[config.mk]
export PLATFORM = sky130hd
export DESIGN_NAME = dot_acc
export DESIGN_NICKNAME = d
export VERILOG_FILES = /design/src/rtl/dot_acc.sv
export SDC_FILE = /design/constraint.sdc
export NUM_CORES = 1
export LEC_CHECK = 0
export CAP_MARGIN = 40
export CORE_MARGIN = 10
export CORE_UTILIZATION = 40
export DETAILED_ROUTE_END_ITERATION = 10
export DONT_BUFFER_PORTS = 1
export REMOVE_ABC_BUFFERS = 1
export SLEW_MARGIN = 5
export SYNTH_ARGS = -nofsm -noshare
export SYNTH_HDL_FRONTEND = slang
export SYNTH_SLANG_ARGS = --single-unit
[constraint.sdc]
create_clock -name CLK -period 2 [get_ports CLK]
set_input_delay 0.2 -clock CLK [delete_from_list [all_inputs] [get_ports CLK]]
set_output_delay 0.2 -clock CLK [all_outputs]
set_load 0.02 [all_outputs]
[src/rtl/dot_acc.sv]
// Dot-product accumulator: pops VEC_LEN unsigned 16-bit products from an upstream FIFO,
// sums them and offers the result on a SUM_VALID/SUM_READY handshake.
module dot_acc #(
    parameter int VEC_LEN = 4,
    parameter int ACC_W   = 24
) (
    input  logic             CLK,
    input  logic             RST,
    input  logic             EMPTY,
    input  logic             VALID,
    input  logic [15:0]      DIN,
    output logic             RD,
    output logic [ACC_W-1:0] SUM,
    output logic             SUM_VALID,
    input  logic             SUM_READY,
    output logic             OVF,
    output logic             BUSY
);
    localparam int CNT_W = $clog2(VEC_LEN + 1);
    localparam logic [CNT_W-1:0] LEN_C  = CNT_W'(VEC_LEN);
    localparam logic [CNT_W-1:0] LAST_C = CNT_W'(VEC_LEN - 1);

    typedef enum logic {ACCUM, HOLD} state_t;

    state_t           state;
    logic [ACC_W-1:0] acc;
    logic [CNT_W-1:0] issued;
    logic [CNT_W-1:0] recv;
    logic             ovf_acc;
    logic [ACC_W:0]   add_p0;

    // Unsigned add of a zero-extended product; bit ACC_W is the carry out.
    function automatic logic [ACC_W:0] add_carry(input logic [ACC_W-1:0] a,
                                                 input logic [15:0]      b);
        return {1'b0, a} + {{(ACC_W - 15){1'b0}}, b};
    endfunction

    assign add_p0 = add_carry(acc, DIN);

    // Reads are capped at VEC_LEN per vector and stop entirely while a result is held.
    assign RD   = !RST && (state == ACCUM) && !EMPTY && (issued < LEN_C);
    assign BUSY = (state == ACCUM) && (issued != '0);

    // Stage p0 -> p1: accumulate beats, then hold the finished sum until accepted
    always_ff @(posedge CLK) begin
        if (RST) begin
            state     <= ACCUM;
            acc       <= '0;
            SUM       <= '0;
            issued    <= '0;
            recv      <= '0;
            ovf_acc   <= 1'b0;
            SUM_VALID <= 1'b0;
            OVF       <= 1'b0;
        end else begin
            case (state)
                ACCUM: begin
                    if (RD) begin
                        issued <= issued + 1'b1;
                    end
                    if (VALID) begin
                        acc     <= add_p0[ACC_W-1:0];
                        ovf_acc <= ovf_acc | add_p0[ACC_W];
                        recv    <= recv + 1'b1;
                        if (recv == LAST_C) begin
                            SUM       <= add_p0[ACC_W-1:0];
                            OVF       <= ovf_acc | add_p0[ACC_W];
                            SUM_VALID <= 1'b1;
                            state     <= HOLD;
                        end
                    end
                end
                HOLD: begin
                    // SUM and OVF deliberately keep the accepted result until the next one.
                    if (SUM_READY) begin
                        SUM_VALID <= 1'b0;
                        acc       <= '0;
                        issued    <= '0;
                        recv      <= '0;
                        ovf_acc   <= 1'b0;
                        state     <= ACCUM;
                    end
                end
                default: state <= ACCUM;
            endcase
        end
    end
endmodule
==> summary.txt <==
Synth
  – Largest family of logic cells by synthesized area: compound AO/OA/AOI/OAI gates
  – Fraction of synthesized cell area in xor and xnor cells: 4.77%
  – Top FF cell, synth: dfxtp_1
  – Mapped Cells: 398
  – #FFs+latches synth: 58
  – Share of the synthesized area in the top cell type: 35.1%
  – Syn Area/Cell: 8.31 um^2
  – Ys Warns: 0
  – Synthesized area: 0.00331 mm^2
  – Synth Area in Compound Gates: 25.4%
  – Post-synth top area cell: dfxtp_1
  – Ys async rst share: 0%
  – Unique masters post-synth: 56
  – Post-synthesis mux area share: 0.303%
  – Post-synth EDFFs: 0
  – Area share of fa/ha/maj cells after synthesis: 8.17%
  – Sequential-to-total area share from yosys stat: 35.1%
  – Most common cell in the netlist: dfxtp_1
  – Synth cell count leaders: 58 x dfxtp_1, 46 x nor2_1, 45 x nand2_1
  – Synth area leaders: dfxtp_1 35%, ha_1 7.6%, a21oi_1 5.4%
  – Post-Synth Simple-Gate Area: 21.5%

Floorplan
  – Die Height: 111 um
  – Ports: 49
  – Core Box Area: 0.00813 mm^2
  – Starting density of the core: 40.7%
  – Total Die Area: 0.0123 mm^2
  – Num rows: 33
  – Die W: 111 um

Hold path
  – Cell depth of the worst hold path: 2
  – Hold Crit Start: RST
  – Worst hold path type: in -> reg
  – Hold endpoint: SUM[8]$_SDFFE_PP0P_

Placed design
  – GPL Wtd Cong: 0.826
  – IO buf count: 0
  – Post-DP Area: 0.00363 mm^2
  – Detailed Place HPWL: 6320 um
  – Placed cells: 518

STA
  – Final worst slack: -0.229 ns
  – Crit share post-route: 111%
  – Final hold viol count: 0
  – RSZ-0062 raised after global routing: true
  – FMAX: 449 MHz
  – Max-slew violation count: 0
  – Final count of negative-setup-slack endpoints: 28
  – Worst Max-Slew Pin Slew: 0.505 ns
  – Final setup TNS: -2.56 ns
  – Min Tclk post-route: 2.23 ns
  – Slew headroom: 66.2%
  – Skew final: 0.00876 ns

Global routing
  – Largest net degree at the start of global routing: 40
  – Global route total overflow: 0
  – Total global-route track usage: 14.3%
  – Vias in the first global route: 2888
  – Initial antenna violation count: 0
  – First-pass GRT wire length: 14800 um

Clock tree
  – CTS buffer count: 9
  – Clock root buffer: clkbuf_8
  – CTS clk-pin slew, worst paths: 0.07 ns
  – Clock latency on the worst-skew pair: 0.33 ns
  – Deepest clock path buffer count: 2
  – Clock tree sinks: 58
  – Htree depth: 3
  – CTS tree: yes

Route
  – 1st-iter DRT viols: 91
  – WL met2: 4310 um
  – Final ANT Viol Nets: 0
  – Drt first pass iters: 4
  – Top Layer Used: met4
  – WL met3: 710 um
  – Post-route DRC: 0
  – Total Routed Length: 9040 um
  – Via-per-instance ratio: 5.47
  – Total number of vias: 2964
  – WL met1: 3970 um
  – DR WL/cell: 16.7 um

Run status
  – Status: finished, violations left
  – Failing checks: negative setup slack

Run
  – Max cap viols: 0

Power and ir drop
  – P_int: 2330 uW
  – Pleak: 0.00164 uW
  – NetSw: 1080 uW
  – Switching share of power: 31.7%
  – Clock network fraction of design power: 31.6%
  – Power density cells: 801 mW/mm^2
  – Flop pwr share: 37.2%
  – Maximum VDD drop: 0.000398 V
  – Logic pwr share: 31.2%
  – Pwr Total: 3410 uW

Critical path
  – Reg-to-Reg Start: acc[0]$_SDFFE_PP0P_
  – Data required time of the critical path: 2.23 ns
  – R2R setup slack: -0.23 ns
  – R2R Path End: OVF$_SDFFE_PP0P_
  – Arr. time, crit path: 2.46 ns
  – CP max FO: 3
  – R2R depth: 11
  – Critical path class: reg -> reg
  – Critical path cell sequence: ha_4 -> inv_2 -> fa_2 -> nor2b_4 -> o31a_4 -> a41oi_4 -> a32oi_2 -> buf_4 -> a311o_1 -> o21ai_1 -> nor2_1
  – Max incr delay on CP: 0.34 ns
  – Slowest-stage cell, CP: dfxtp_2
  – Worst setup SP type: flop
  – CP endpoint kind: flop

Final layout
  – Post-route cell area: 0.00427 mm^2
  – Antenna Cells: 0
  – Post-Layout Cell Count: 542
  – Layout cells sized above 1: 29.3%
  – Nets: 474
  – Layout area overhead: 29.0%
  – Post-route core utilization: 52.4%
==> cells by family (layout without fill, tap and decap cells) <==
| kind of cell | count (synthesis) | after routing |
|---|---|---|
| AO/OA/AOI/OAI | 119 | 119 |
| XOR/XNOR | 18 | 18 |
| adder cells (fa/ha/maj) | 21 | 21 |
| buffers and inverters | 36 | 75 |
| flip-flops | 58 | 58 |
| multiplexers | 1 | 1 |
| AND/OR/NAND/NOR | 145 | 145 |
==> area by class of cell <==
cell class              instances  area (um^2)
clock buffers                  11          141
clock inverters                 5         53.8
fillers                       767         3870
inverters                      10         37.5
multi-input cells             304         2340
flip-flops and latches         58         1170
well taps                     105          131
repair buffers                 49          390
==> registers in the layout, summed over array words and instances (netlist names) <==
| signal | cells |
|---|---|
| acc | 24 |
| state | 1 |
| SUM | 24 |
| ovf_acc | 1 |
| issued | 3 |
| SUM_VALID | 1 |
| recv | 3 |
| OVF | 1 |
==> per-stage QoR <==
step                hold WS (ns)  worst slack [ns]
floorplan                  0.269            -0.177
global placement           0.280            -0.228
detailed placement         0.282            -0.336
CTS                       0.0476            -0.280
global route              0.0483            -0.291
finish                    0.0578            -0.229
==> power by group through the flow <==
stage               Clock (uW)  Combinational [uW]  Sequential, uW
CTS                       1110                 945            1270
floorplan                    0                 550            1280
finish                    1080                1070            1270
global route              1170                1170            1280
detailed placement           0                 823            1280
global placement             0                 815            1280
==> how the worst max path moves through the flow <==
| stage | startpoint | endpoint | slack, ns | depth (start not counted) |
|---|---|---|---|---|
| finish | acc[0]$_SDFFE_PP0P_ | OVF$_SDFFE_PP0P_ | -0.23 | 11 |
| global route | acc[0]$_SDFFE_PP0P_ | OVF$_SDFFE_PP0P_ | -0.29 | 11 |
| CTS | acc[0]$_SDFFE_PP0P_ | acc[20]$_SDFFE_PP0P_ | -0.28 | 10 |
| detailed placement | acc[0]$_SDFFE_PP0P_ | acc[20]$_SDFFE_PP0P_ | -0.34 | 10 |
| global placement | acc[0]$_SDFFE_PP0P_ | acc[20]$_SDFFE_PP0P_ | -0.23 | 10 |
| floorplan | acc[0]$_SDFFE_PP0P_ | acc[20]$_SDFFE_PP0P_ | -0.18 | 10 |
==> per-layer routing <==
layer | GRT usage, % | up-vias
met5 | 0 | -
met4 | 2.95 | 0
met3 | 6.33 | 6
met2 | 23.5 | 65
met1 | 16.7 | 1404
li1 | - | 1489
==> worst max-delay path: cells and delay by family, from the launching register on <==
kind	cells	cell delay, ns
compound gates	5	1.09
fa+ha+maj	2	0.38
flops	1	0.34
buf+inv	2	0.21
simple gates	2	0.09
==> cells in the final DEF, fill, tap and decap left out, types with 8 or more instances in the layout <==
master,n
dfxtp_1,53
buf_4,45
nor2_1,44
nand2_1,41
a21oi_1,33
ha_1,13
a22oi_1,11
clkbuf_8,10
inv_1,9
a211oi_1,9
nand2b_1,8
xnor2_1,8
==> timing repair <==
action                     in CTS  in global routing
setup endpoints to repair      36                 37
hold buffers                    2                  0
buffers inserted                1                  5
gates resized for setup        36                 33
hold endpoints to repair       40                  0
pin swaps                      43                 24
Note: power is estimated with default switching activity, not from simulation.
